[src/rtl/mac_exec_seq.sv]
// Execution sequencer for the matrix-vector datapath: drives the FIFO reads and the MAC
// enable/clear, drains the MAC pipeline, then captures the ROWS accumulators.
// state   | meaning
// IDLE    | waiting for start
// CLEAR   | one-cycle accumulator clear
// RUN     | issue reads, step k = 0..LAST, holds on empty FIFOs
// DRAIN   | 1+MAC_LAT cycles for the final mac_en and MAC latency
// CAPTURE | results registered, done pulse
module mac_exec_seq #(
  parameter int ROWS       = 8,
  parameter int VEC_LEN    = 8,
  parameter int DATA_WIDTH = 8,
  parameter int ACC_WIDTH  = 3*DATA_WIDTH,
  parameter int MAC_LAT    = 1
) (
  input  logic                      clk,
  input  logic                      rst_n,
  input  logic                      start,
  input  logic                      skew_mode,
  input  logic [ROWS-1:0]           a_empty,
  input  logic                      b_empty,
  output logic [ROWS-1:0]           a_rden,
  output logic                      b_rden,
  output logic [ROWS-1:0]           mac_en,
  output logic                      mac_clr,
  input  logic [ROWS*ACC_WIDTH-1:0] c_in,
  output logic [ROWS*ACC_WIDTH-1:0] c_out,
  output logic                      busy,
  output logic                      done,
  output logic                      result_valid,
  output logic [15:0]               stall_cnt
);
  localparam int KMAX = VEC_LEN + ROWS + MAC_LAT;
  localparam int KW   = $clog2(KMAX + 1);
  localparam logic [KW-1:0] LAST_BC    = KW'(VEC_LEN - 1);
  localparam logic [KW-1:0] LAST_SK    = KW'(VEC_LEN + ROWS - 2);
  localparam logic [KW-1:0] DRAIN_LAST = KW'(MAC_LAT);

  typedef enum logic [2:0] {S_IDLE, S_CLEAR, S_RUN, S_DRAIN, S_CAPTURE} state_t;

  state_t          state, state_nx;
  logic [KW-1:0]   k, k_nx;
  logic [KW-1:0]   last_k;
  logic            skew_q;
  logic [ROWS-1:0] active;
  logic            stall;

  // Skewed lane r is live for steps r .. r+VEC_LEN-1; broadcast keeps every lane live.
  always_comb begin
    for (int r = 0; r < ROWS; r++) begin
      active[r] = !skew_q || ((k >= KW'(r)) && (k < KW'(r + VEC_LEN)));
    end
  end

  always_comb begin
    state_nx = state;
    k_nx     = k;
    a_rden   = '0;
    b_rden   = 1'b0;
    mac_clr  = 1'b0;
    stall    = 1'b0;
    last_k   = skew_q ? LAST_SK : LAST_BC;
    case (state)
      S_IDLE: begin
        if (start) state_nx = S_CLEAR;
      end
      S_CLEAR: begin
        mac_clr  = 1'b1;
        k_nx     = '0;
        state_nx = S_RUN;
      end
      S_RUN: begin
        // B reads ride on lane 0's schedule, so B emptiness matters only while lane 0 is live.
        stall = (|(active & a_empty)) || (active[0] && b_empty);
        if (!stall) begin
          a_rden = active;
          b_rden = active[0];
          if (k == last_k) begin
            k_nx     = '0;
            state_nx = S_DRAIN;
          end else begin
            k_nx = k + 1'b1;
          end
        end
      end
      S_DRAIN: begin
        if (k == DRAIN_LAST) state_nx = S_CAPTURE;
        else                 k_nx     = k + 1'b1;
      end
      S_CAPTURE: state_nx = S_IDLE;
      default:   state_nx = S_IDLE;
    endcase
  end

  always_ff @(posedge clk or negedge rst_n) begin
    if (!rst_n) begin
      state        <= S_IDLE;
      k            <= '0;
      skew_q       <= 1'b0;
      mac_en       <= '0;
      c_out        <= '0;
      busy         <= 1'b0;
      done         <= 1'b0;
      result_valid <= 1'b0;
      stall_cnt    <= '0;
    end else begin
      state  <= state_nx;
      k      <= k_nx;
      mac_en <= a_rden;
      done   <= 1'b0;
      if (state == S_IDLE && start) begin
        skew_q       <= skew_mode;
        busy         <= 1'b1;
        result_valid <= 1'b0;
        stall_cnt    <= '0;
      end
      if (stall && stall_cnt != 16'hFFFF) stall_cnt <= stall_cnt + 16'd1;
      // Accumulators are valid on the last DRAIN cycle; results appear with done in CAPTURE.
      if (state == S_DRAIN && state_nx == S_CAPTURE) begin
        c_out        <= c_in;
        done         <= 1'b1;
        result_valid <= 1'b1;
        busy         <= 1'b0;
      end
    end
  end

endmodule

[config.mk]
export PLATFORM = sky130hd
export DESIGN_NAME = mac_exec_seq
export DESIGN_NICKNAME = d
export VERILOG_FILES = /design/src/rtl/mac_exec_seq.sv
export SDC_FILE = /design/constraint.sdc
export NUM_CORES = 1
export LEC_CHECK = 0
export CAP_MARGIN = 20
export CORE_ASPECT_RATIO = 0.6
export CORE_MARGIN = 5
export CORE_UTILIZATION = 38
export DETAILED_ROUTE_END_ITERATION = 6
export PLACE_DENSITY = 0.78
export REMOVE_ABC_BUFFERS = 1
export SYNTH_ARGS = -nofsm -noshare
export SYNTH_HDL_FRONTEND = slang
export SYNTH_SLANG_ARGS = --single-unit
[constraint.sdc]
create_clock -name clk -period 2.3 [get_ports clk]
set_input_delay 0.23 -clock clk [delete_from_list [all_inputs] [get_ports clk]]
set_output_delay 0.23 -clock clk [all_outputs]
set_load 0.02 [all_outputs]
Word level (Yosys, flattened, before mapping)
Index checks and enable logic that the tools add are counted.

operators by class
  reduce and logical (&&, ||, !) cells = 28
  eq/ne operators = 9
  multiplexer cells = 23
  magnitude comparators = 16
  $add $sub $neg = 2
  bitwise gates (word level) = 1

operator list
  operator                                                                       count
  5-bit by 4-bit less-than comparator with 1-bit output (second input constant)  8
  16-bit two-way mux                                                             2
  5-bit by 3-bit >= comparator with 1-bit output (second input constant)         4
  16-bit by 1-bit adder with 16-bit output (second input constant)               1
  8-bit two-way mux                                                              2
  16-bit inequality test (second input constant)                                 1
  5-bit two-way mux                                                              3
  5-bit case mux with 3 select lines                                             1
  1-bit logical AND                                                              12
  3-bit two-way mux                                                              4
  3-bit case mux with 4 select lines                                             1
  5-bit by 1-bit >= comparator with 1-bit output (second input constant)         2
  5-bit by 2-bit >= comparator with 1-bit output (second input constant)         2
  1-bit logical OR                                                               9
  1-bit two-way mux                                                              9
  8-bit bitwise AND                                                              1
  8-bit OR reduction                                                             1
  3-bit by 2-bit equality test with 1-bit output (second input constant)         2
  5-bit by 1-bit adder with 5-bit output (second input constant)                 1
  5-bit by 1-bit equality test with 1-bit output (second input constant)         1
  5-bit by 4-bit equality test with 1-bit output                                 1
  4-bit two-way mux                                                              1
  2-bit inequality test (second input constant)                                  2
  2-bit nonzero test                                                             2
  6 further kinds                                                                6

word-level totals
  input bits = 205
  output and inout bits = 229
  logic and storage cells = 88
  register bits after elaboration = 228

Longest topological paths before layout
Gate-level depths: netlist of run 1.

  depth in word-level cells = 11
  depth in mapped cells = 11
  depth with buffers taken out = 8

Worst setup path after synthesis of run 1
No wires, ideal clock.

  path type = register to output
  start point = reg k[1]
  end point = out a_rden[0]
  required time = 2.070 ns
  buffers on the path = 3
  stages on the path, launching flop included = 12
  slack = -0.577 ns
  data arrival time = 2.647 ns
  cells stage by stage = dfrtp_1 -> buf_6 -> inv_1 -> ha_1 -> or3_1 -> nand4_1 -> o211ai_1 -> nor4_2 -> buf_2 -> nand2_2 -> a21oi_1 -> buf_4

between the ends
  longest elaborated chain between the ends = 8
  elaborated cells on any way between the ends = 38
  classes of those cells = order compare: 16; mux: 2; bitwise: 1; reduce/logical: 19

RTL lines
  item                                                                          RTL line  text
  start: declaration                                                            42        logic [KW-1:0] k, k_nx;
  start signal: assignment                                                      108       k <= k_nx;
  5-bit by 1-bit >= comparator with 1-bit output, or another cell as far along  51        active[r] = !skew_q || ((k >= KW'(r)) && (k < KW'(r + VEC_LEN)));
  1-bit logical AND                                                             51
  1-bit logical OR                                                              51
  8-bit bitwise AND                                                             74        stall = (|(active & a_empty)) || (active[0] && b_empty);
  8-bit OR reduction                                                            74
  1-bit logical OR                                                              74
  8-bit two-way mux *                                                           75        if (!stall) begin
  8-bit two-way mux *                                                           63        case (state)
  end: declaration                                                              22        output logic [ROWS-1:0] a_rden,

Mark *: on every way between the ends. The rest lies on a longest branch, timed or not.

Worst setup path after layout of run 1
  start point = reg k[1]
  end point = out a_rden[3]

The elaborated chain is that of the path after synthesis.

==> impl_results.md, run 1 <==
* Status: complete, but fails checks
* Violated checks: negative setup slack
* Die Wd at 212 um
* Vias in the first global route at slightly below 8000
* Synth cell count leaders: 228 x dfrtp_1, 193 x mux2_2, 22 x nand2_1
* Num CTS Buffers at 23
* Reg-to-reg setup timing slack at -410 ps
* # IOs at 434
* Area growth syn-to-layout at 81.2%
* Final min period at 2990 ps
* Syn_area_per_cell at 14.6 um2
* Layout cells sized above 1 at about a third
* Launch point of the critical path: k[1]
* Fmax achieved at 0.335 GHz
* Initial DRC Count at 418
* DRC Markers at 0
* Dpl hpwl at 23900 um
* Netlist cell types at 59
* CP endpoint: a_rden[3]
* Yosys warns at 0
* Final worst slack at -686 ps
* Full die area at about 0.028 mm2
* Tightest Pin Transition at 767 ps
* Final ANT Viol Nets at 0
* Count leader, synth: dfrtp_1
* FF-to-FF End: stall_cnt[7]
* First-pass GRT wire length at 47700 um
* HP Class: in2async
* Seq pwr share at 29.3%
* Worst Path Arrival at ~2800 ps
* Routed via count at 7600
* Drt wl/cell at 23.1 um
* Clk slew on worst S/H paths at 70 ps
* Fin area at around 0.017 mm2
* Placed instance area at 0.0146 mm2
* Netlist Area Pre-Place at 0.00934 mm2
* CTS tree: built
* Initial Util at roughly 39%
* Max Transition Viols Final at 0
* Grt total ovfl at 0
* Crit-path max FO at 7
* VDD IR max at roughly 0.9 mV
* Comb pwr share at 53.0%
* Setup Crit Path Kind: reg2out
* Die Span Y at around 130 um
* Asr flop ratio synth at 100%
* Max-cap check violation count at 0
* Critical Path RT at 2070 ps
* Final design utilization at between 60% and 70%
* Top_reg_cell synth: dfrtp_1
* Total leakage power at 7.42 nW
* Synth top area cells: dfrtp_1 61%, mux2_2 23%, buf_4 1.4%, nand2_1 0.88%, nand3_1 0.80%
* Clk buf depth at 3
* Worst setup EP type: primary output
* Tcrit/Tclk final at 130%
* Core box area at 0.0242 mm2
* Worst-Skew Late Latency at roughly 500 ps
* Initial antenna violation count at 4
* Worst r2r src: k[1]
* Final WL at 35300 um
* Clock share of power at 17.7%
* Final hold violation count at 0
* RSZ-0062 raised after global routing: true
* EDFF count, synth at 0
* Htree depth at 1
* Final Skew at 11.4 ps
* Std-Cell Rows at 44
* Cell taking the most area after synthesis: dfrtp_1
* IO buf count at 433
* Net count, final at 1395
* Post-synth top area share at 61.1%
* Cells after Synth at 640
* Gpl congestion at 0.871
* Fillers at 1576
* Vias per inst at around 5
* Clock Sinks at 228
* Register area share after synthesis at between 60% and 70%
* Power per Cell Area at 1330 mW/mm2
* Total track usage at 21.7%
* Internal Power at 0.0144 W
* Sw Ratio at 35.9%
* Endpoints failing setup at 222
* Max-slew headroom at between 40 and 50%
* Largest net degree at the start of global routing at 74
* Startpoint Class: flip-flop
* TritonRoute pass-1 iters at 5
* CTS Root Cell: clkbuf_16
* P_sw at 0.00805 W
* Min Hold Slack at 278 ps
* Synthesized flop and latch total at between 200 and 250
* Worst R2R Path Depth at 10
layer usage:
layer / global-route usage, % / share of wire, % / wire length (um) / up-vias
li1: - / - / - / 3404
met1: 26.1 / 39 / 13700 / 3825
met2: 36.8 / 49 / 17200 / 312
met3: 8.19 / 9.6 / 3390 / 51
met4: 5.58 / 2.6 / 916 / 8
met5: 0 / 0.21 / 74 / -
worst max-delay path: stages (launching register included):
cell and delay, ps:
dfrtp_1 430, ha_2 230, a211o_1 280, o211ai_1 150, o211ai_1 190, nor4_4 320, nand2_4 150, buf_6 170
a21oi_4 160, buf_6 150
power by group through the flow:
stage               Combinational [W]  Clock (W)  Sequential [W]
global placement               0.0100          0         0.00646
detailed placement             0.0102          0         0.00655
global route                   0.0124    0.00423         0.00678
CTS                            0.0106    0.00405         0.00650
finish                         0.0119    0.00396         0.00658
floorplan                     0.00299          0         0.00849
what timing repair did:
| action | in CTS | in global routing |
|---|---|---|
| resized for setup | 61 | 166 |
| buffers inserted | 13 | 14 |
| endpoints found under the hold margin | 66 | 0 |
| hold buffers | 1 | 0 |
| cloned | 0 | 24 |
| setup endpoints to repair | 213 | 217 |
| pin swaps | 15 | 18 |
cells in the final DEF, fill, tap and decap left out, types with 5 or more instances in the layout:
cell type / instances
inv_1: 7
buf_4: 70
clkbuf_8: 5
buf_6: 15
and3_1: 5
mux2i_1: 6
clkbuf_16: 41
a211o_1: 6
nor2_1: 8
mux2_4: 97
nor4_4: 6
nand2_1: 21
nand3_1: 15
buf_12: 21
nand2b_1: 5
clkdlybuf4s50_1: 423
a21oi_4: 8
dfrtp_1: 226
mux2_2: 96
buf_8: 9
through the flow:
stage	total power, W	instances	setup WS (ps)	TNS [ps]
3_3_place_gp	0.0165	1434	-551	-24530
4_1_cts	0.0211	1487	-614	-7500
6_report	0.0224	1525	-686	-36690
2_1_floorplan	0.0115	603	-4100	-831270
5_1_grt	0.0235	1524	-771	-46100
3_5_place_dp	0.0167	1434	-584	-31150
sequential cells by signal, summed over array words and instances, names as in the netlist:
name / cells
c_out: 192
stall_cnt: 16
mac_en: 8
k: 5
state: 3
busy: 1
done: 1
result_valid: 1
skew_q: 1
how the worst min path moves through the flow:
stage,startpoint,endpoint,slack (ps),depth (start not counted)
detailed placement,rst_n,c_out[44],260,1
floorplan,rst_n,busy,-70,0
global placement,rst_n,c_out[44],260,1
CTS,skew_mode,skew_q,260,3
finish,rst_n,c_out[8],280,2
global route,c_in[46],c_out[46],300,2
layout make-up:
| cell class | count | area, um2 | area share [%] |
|---|---|---|---|
| clock buffer | 32 | 659 | 3.90 |
| tap | 322 | 403 | 2.38 |
| inverter | 8 | 30.0 | 0.178 |
| clock inverter | 8 | 129 | 0.762 |
| sequential | 228 | 5710 | 33.7 |
| multi-input combinational | 367 | 4010 | 23.7 |
| antenna | 1 | 2.50 | 0.0148 |
| timing repair buffer | 559 | 5980 | 35.3 |
kinds of logic after synthesis:
| kind of cell | after synthesis | share of synthesized area, % |
|---|---|---|
| AOI/OAI and AO/OA | 57 | 4.58 |
| adders and majority gates | 3 | 0.402 |
| buffers and inverters | 45 | 2.85 |
| xor gates and xnor gates | 3 | 0.281 |
| muxes | 200 | 24.0 |
| and+or+nand+nor | 104 | 6.74 |
| DFF | 228 | 61.1 |
Note: power is estimated with default switching activity, not from simulation.
==> run 2: changes to the inputs <==
CORE_MARGIN = not set   (was 5)
==> run 2 against run 1 <==
  * The run still ends with negative setup slack left
  * Sequential share of layout area down 0.46 points
  * Non-clock buffer count rose by 8
  * Routed wire length increased by 1.7%
  * Critical path depth is 1 higher
  * Clock skew is 1.7 ps higher
  * Cell area up 1.4%
  * Via count increased by 2.1%
  * Core utilization grew 0.99 points
  * Clock-buffer cell count decreased by 2
==> impl_results.md, run 2 (synthesis results as in run 1) <==
* Status: complete, but fails checks (unchanged)
* Violated checks: negative setup slack (unchanged)
* Total track usage at 27.3% (was 21.7%)
* Clk slew on worst S/H paths at 80 ps (was 70 ps)
* TritonRoute pass-1 iters at 5 (unchanged)
* Max FFs per register at 192 (unchanged)
* Startpoint Class: flip-flop (unchanged)
* FF/Latch Area at 0.00571 mm2 (about the same)
* Final hold violation count at 0 (unchanged)
* Top reg by flops: c_out (unchanged)
* VDD IR max at 0.799 mV (was 0.899 mV)
* Tightest Pin Transition at 726 ps (was 767 ps)
* Final WL at 35900 um (was 35300 um)
* Max-cap check violation count at 0 (unchanged)
* Layout cells sized above 1 at 34.8% (was 34.9%)
* Fin area at 0.0172 mm2 (was 0.0169 mm2)
* Area growth syn-to-layout at 83.7% (was 81.2%)
* Worst R2R Path Depth at 10 (unchanged)
* Final worst slack at -797 ps (was -686 ps)
* CTS tree: built (unchanged)
* Core box area at 0.0242 mm2 (unchanged)
* Initial Util at 38.6% (unchanged)
* Most frequent cells in the layout: 423 x clkdlybuf4s50_1, 224 x dfrtp_1, 193 x mux2_4, 70 x buf_4, 33 x buf_12 (was 423 x clkdlybuf4s50_1, 226 x dfrtp_1, 97 x mux2_4, 96 x mux2_2, 70 x buf_4)
* Commonest non-fill, non-tap cell in the layout: clkdlybuf4s50_1 (unchanged)
* Setup Crit Path Kind: reg2out (unchanged)
* Grt total ovfl at 0 (unchanged)
* Worst Hold Path EP: skew_q
* Full die area at 0.0252 mm2 (was 0.0279 mm2)
* Final Skew at 13.2 ps (was 11.4 ps)
* Critical Path RT at 2070 ps (about the same)
* Worst Path Arrival at 2870 ps (was 2760 ps)
* Final Instance Count excl. Fillers at 1526 (was 1525)
* CTS Root Cell: clkbuf_16 (unchanged)
* Worst r2r src: k[0] (was k[1])
* Power per Cell Area at 1320 mW/mm2 (was 1330 mW/mm2)
* Worst hold path cell count at 3
* RSZ-0062 raised after global routing: true (unchanged)
* Placed cells at 1432 (was 1434)
* Endpoints failing setup at 192 (was 222)
* Worst-Skew Late Latency at 510 ps (about the same)
* Fmax achieved at 0.323 GHz (was 0.335 GHz)
* Gpl congestion at 0.892 (was 0.871)
* Final min period at 3100 ps (was 2990 ps)
* Initial antenna violation count at 2 (was 4)
* Setup WS pre-CTS at -673 ps (was -584 ps)
* HP Class: in2reg (was in2async)
* Placed instance area at 0.0146 mm2 (about the same)
* Inserted Diodes at 0 (was 1)
* Vias in the first global route at 8394 (was 7926)
* Routed via count at 7763 (was 7600)
* Final ANT Viol Nets at 0 (unchanged)
* Worst setup EP type: primary output (unchanged)
* Launch point of the critical path: k[1] (unchanged)
* Dpl hpwl at 22500 um (was 23900 um)
* Std-Cell Rows at 44 (unchanged)
* Htree depth at 1 (unchanged)
* Die Span Y at 123 um (was 131 um)
* Max-slew headroom at 51.4% (was 48.6%)
* Fillers at 1563 (was 1576)
* FF-to-FF End: stall_cnt[7] (unchanged)
* Initial DRC Count at 372 (was 418)
* Clk buf depth at 3 (unchanged)
* Die Wd at 204 um (was 212 um)
* First-pass GRT wire length at 51600 um (was 47700 um)
* Clock Sinks at 228 (unchanged)
* Top flop regs: c_out (192), stall_cnt (16), mac_en (8) (unchanged)
* Setup TNS at -21580 ps (was -36690 ps)
* Total leakage power at 7.54 nW (was 7.42 nW)
* IO buf count at 433 (unchanged)
* Crit-path max FO at 8 (was 7)
* Net count, final at 1401 (was 1395)
* DRC Markers at 0 (unchanged)
* Max Transition Viols Final at 0 (unchanged)
* # IOs at 434 (unchanged)
* Num CTS Buffers at 21 (was 23)
* Hold Startpoint: skew_mode
* Vias per inst at 5.09 (was 4.98)
* Largest net degree at the start of global routing at 73 (was 74)
* Area of the multi-input gates at 0.00434 mm2 (was 0.00401 mm2)
* Tcrit/Tclk final at 135% (was 130%)
* Reg-to-reg setup timing slack at -350 ps (was -410 ps)
* Drt wl/cell at 23.5 um (was 23.1 um)
-- run 2: changes by cell type in the layout (fill, tap and decap cells not counted), sizes merged --
| cell | delta |
|---|---|
| buf | +24 |
| clkbuf | -18 |
| clkinv | -4 |
| bufinv | -2 |
| clkinvlp | +2 |
| diode | -1 |
-- run 2: layout make-up --
type	count	share of cell area, %
Timing Repair Buffer	567	35.1
Sequential cell	228	33.3
Multi-Input combinational cell	367	25.3
Clock buffer	30	3.55
Tap cell	322	2.35
Clock inverter	4	0.306
Inverter	8	0.175
-- run 2: worst max path at each step --
stage                           end  slack, ps  cells past startpoint
after CTS                 a_rden[3]       -690                     10
after floorplan            c_out[0]      -4100                      4
final                     a_rden[7]       -800                     10
after detailed placement  a_rden[1]       -670                      7
after global routing      a_rden[3]       -900                     11
after global placement    a_rden[3]       -590                      9
-- run 2: power breakdown --
part / leakage [nW] / internal [W] / total, W / switching, W
registers: 2.97 / 0.00562 / 0.00669 / 0.00106
logic: 4.26 / 0.00691 / 0.0124 / 0.00552
clock network: 0.314 / 0.00195 / 0.00352 / 0.00157
-- run 2: critical path, stage by stage (launching register included) --
cell      delay [ps]
dfrtp_2          450
buf_6            160
or3_4            390
nand4_1          120
o211ai_1         180
nor4_4           310
nand2_2          170
buf_6            160
buf_6            120
a21oi_4          140
buf_6            150
-- run 2: what timing repair did --
item	4_1_cts	5_1_grt
resized for setup	314	73
pin swaps	25	9
gates cloned	21	2
buffers inserted	52	12
endpoints found under the hold margin	66	0
setup endpoints to repair	223	231
hold buffers	1	0
-- run 2: through the flow --
stage               total power (W)  util (%)  hold WS (ps)
finish                       0.0226      71.0           293
global route                 0.0236      71.0           292
CTS                          0.0225      71.6           273
detailed placement           0.0166      60.3           257
global placement             0.0164      60.3           253
floorplan                    0.0115         -         -65.6
-- run 2: metal layers --
layer / up-vias / global-route usage [%] / wire, um
met4: 4 / 5.50 / 704
met1: 3990 / 32.8 / 14000
met3: 50 / 8.04 / 2920
met2: 319 / 48.7 / 18300
met5: - / 0 / 23
li1: 3400 / - / -
==> run 3: changes to the inputs <==
CORE_AREA = 2 2 166 168   (was not set)
CORE_ASPECT_RATIO = not set   (was 0.6)
CORE_UTILIZATION = not set   (was 38)
DIE_AREA = 0 0 168 170   (was not set)
GPL_TIMING_DRIVEN = 0   (was not set)
PLACE_DENSITY = 0.7   (was 0.78)
clock period = 3.3 ns   (was 2.3 ns; I/O delays follow)
==> run 3 against run 2 <==
  * Die area increased by 13%
  * Register-to-register slack improved by 660 ps
  * Largest power group unchanged
  * The flow now finishes without violations
  * Clock-buffer cell count increased by 3
  * Critical path type unchanged
  * Sequential power decreased by 31%
  * Highest routed layer unchanged
==> impl_results.md, run 3 (synthesis results as in run 1) <==
* Status: finished, final reports clean (was complete, but fails checks)
* Max Transition Viols Final at 0 (unchanged)
* Max FFs per register at 192 (unchanged)
* Setup TNS at 0 ps (was -21580 ps)
* Top flop regs: c_out (192), stall_cnt (16), mac_en (8) (unchanged)
* Endpoints failing setup at 0 (was 192)
* Most frequent cells in the layout: 423 x clkdlybuf4s50_1, 223 x dfrtp_1, 193 x mux2_2, 27 x clkbuf_16, 22 x nand2_1 (was 423 x clkdlybuf4s50_1, 224 x dfrtp_1, 193 x mux2_4, 70 x buf_4, 33 x buf_12)
* First-pass GRT wire length at 42300 um (was 51600 um)
* Total leakage power at 6.57 nW (was 7.54 nW)
* Clk buf depth at 3 (unchanged)
* Final WL at 27800 um (was 35900 um)
* TritonRoute pass-1 iters at 5 (unchanged)
* CTS tree: built (unchanged)
* # IOs at 434 (unchanged)
* Die Wd at 168 um (was 204 um)
* Met2 WL at 14100 um (was 18300 um)
* Vias per inst at 4.86 (was 5.09)
* Setup WS pre-CTS at -341 ps (was -673 ps)
* Clk slew on worst S/H paths at 60 ps (was 80 ps)
* Max layer used: met5 (unchanged)
* Worst Path Arrival at 2840 ps (was 2870 ps)
* Die Span Y at 170 um (was 123 um)
* Dpl hpwl at 20300 um (was 22500 um)
* Vias in the first global route at 7167 (was 8394)
* Final Skew at 12.4 ps (was 13.2 ps)
* WL met3 at 2160 um (was 2920 um)
* Critical Path RT at 2970 ps (was 2070 ps)
* Fillers at 2189 (was 1563)
* Initial DRC Count at 279 (was 372)
* Total track usage at 18.9% (was 27.3%)
* Tcrit/Tclk final at between 90% and 100%
* Clock Sinks at 228 (unchanged)
* Area growth syn-to-layout at 62.1% (was 83.7%)
* Worst r2r src: k[3] (was k[0])
* Grt total ovfl at 0 (unchanged)
* Num CTS Buffers at 27 (was 21)
* Worst-Skew Late Latency at 520 ps (was 510 ps)
* Final min period at 3170 ps
* Cell Chain, Critical Path: ha_1 -> a211o_1 -> nand3_1 -> o2111ai_1 -> nor4_4 -> nand2_4 -> a21oi_4 -> buf_2 (was buf_6 -> or3_4 -> nand4_1 -> o211ai_1 -> nor4_4 -> nand2_2 -> buf_6 -> buf_6 -> a21oi_4 -> buf_6)
* Setup Crit Path Kind: reg2out (unchanged)
* Final worst slack at 126 ps (was -797 ps)
* Top reg by flops: c_out (unchanged)
* Routed via count at 7038 (was 7763)
* VDD IR max at 0.485 mV (was 0.799 mV)
* Startpoint Class: flip-flop (unchanged)
* Final ANT Viol Nets at 0 (unchanged)
* Net count, final at 1294 (was 1401)
* HP Class: in2async (was in2reg)
* Power per Cell Area at 941 mW/mm2 (was 1320 mW/mm2)
* Gpl congestion at 0.829 (was 0.892)
* Std-Cell Rows at 60 (was 44)
* Max-cap check violation count at 0 (unchanged)
* Initial antenna violation count at 2 (unchanged)
* Met1 wire length at 10900 um (was 14000 um)
* Largest net degree at the start of global routing at 114 (was 73)
* Htree depth at 1 (unchanged)
* Worst R2R Path Depth at 6 (was 10)
* Reg-to-reg setup timing slack at 310 ps (was -350 ps)
* Fmax achieved at 0.315 GHz
* Full die area at 0.0286 mm2 (was 0.0252 mm2)
* Initial Util at 35.0% (was 38.6%)
* Layout cells sized above 1 at 27.8% (was 34.8%)
* DRC Markers at 0 (unchanged)
* Max incr delay on CP at 440 ps (was 450 ps)
* Worst setup EP type: primary output (unchanged)
* Tightest Pin Transition at 923 ps (was 726 ps)
* Max-slew headroom at 38.3% (was 51.4%)
* Final hold violation count at 0 (unchanged)
* RSZ-0062 raised after global routing: true (unchanged)
* Slowest-stage cell, CP: nor4_4 (was dfrtp_2)
* CTS Root Cell: clkbuf_16 (unchanged)
* Crit-path max FO at 5 (was 8)
* Drt wl/cell at 19.2 um (was 23.5 um)
* FF-to-FF End: c_out[10] (was stall_cnt[7])
* Commonest non-fill, non-tap cell in the layout: clkdlybuf4s50_1 (unchanged)
* Core box area at 0.0267 mm2 (was 0.0242 mm2)
* IO buf count at 433 (unchanged)
run 3: critical path: cells and delay by family, from the launching register on:
kind / cells / cell delay, ps
and+or+nand+nor: 3 / 730
AOI/OAI and AO/OA: 3 / 700
DFF: 1 / 430
adders and majority gates: 1 / 260
buffers and inverters: 1 / 190
run 3: layout make-up:
class | count | area (um2) | area share (%)
clock buffer | 33 | 748 | 4.94
timing repair buffer | 453 | 4560 | 30.1
inverter | 8 | 30.0 | 0.198
antenna | 1 | 2.50 | 0.0165
sequential | 228 | 5710 | 37.8
multi-input combinational | 368 | 3470 | 22.9
clock inverter | 15 | 185 | 1.22
tap | 341 | 427 | 2.82
run 3: per-layer routing:
| metal | vias to the layer above | track usage [%] |
|---|---|---|
| met2 | 277 | 32.9 |
| li1 | 3207 | - |
| met3 | 51 | 5.16 |
| met4 | 2 | 4.42 |
| met5 | - | 0 |
| met1 | 3501 | 23.5 |
run 3: power by group:
group          internal, W  switching [W]
clock              0.00192        0.00117
sequential         0.00392       0.000725
combinational      0.00339        0.00312
total              0.00922        0.00502
run 3: timing repair:
action                                  CTS  global route
hold buffers                              1             0
pin swaps                                 1             2
endpoints found under the hold margin   137             0
resized for setup                        45            15
setup buffers                             8             5
endpoints found under the setup margin    9             9
cloned                                    1             0
run 3: worst max path at each step:
| stage | from | endpoint | slack, ps |
|---|---|---|---|
| floorplan | k[3] | c_out[0] | -3100 |
| global placement | rst_n | c_out[166] | -8240 |
| detailed placement | k[1] | a_rden[6] | -340 |
| CTS | k[0] | b_rden | -10 |
| global route | k[0] | b_rden | -30 |
| finish | k[0] | a_rden[1] | 130 |
run 3: per-stage QoR:
step | power (W) | std cells | hold WS [ps] | cell area [um2] | util (%)
CTS | 0.0144 | 1441 | 190 | 15100 | 56.7
detailed placement | 0.0111 | 1383 | 165 | 14000 | 52.7
global route | 0.0150 | 1447 | 203 | 15100 | 56.8
floorplan | 0.00800 | 603 | 34.4 | 9100 | -
finish | 0.0142 | 1447 | 216 | 15100 | 56.8
global placement | 0.0111 | 1377 | 461 | 13900 | 52.0
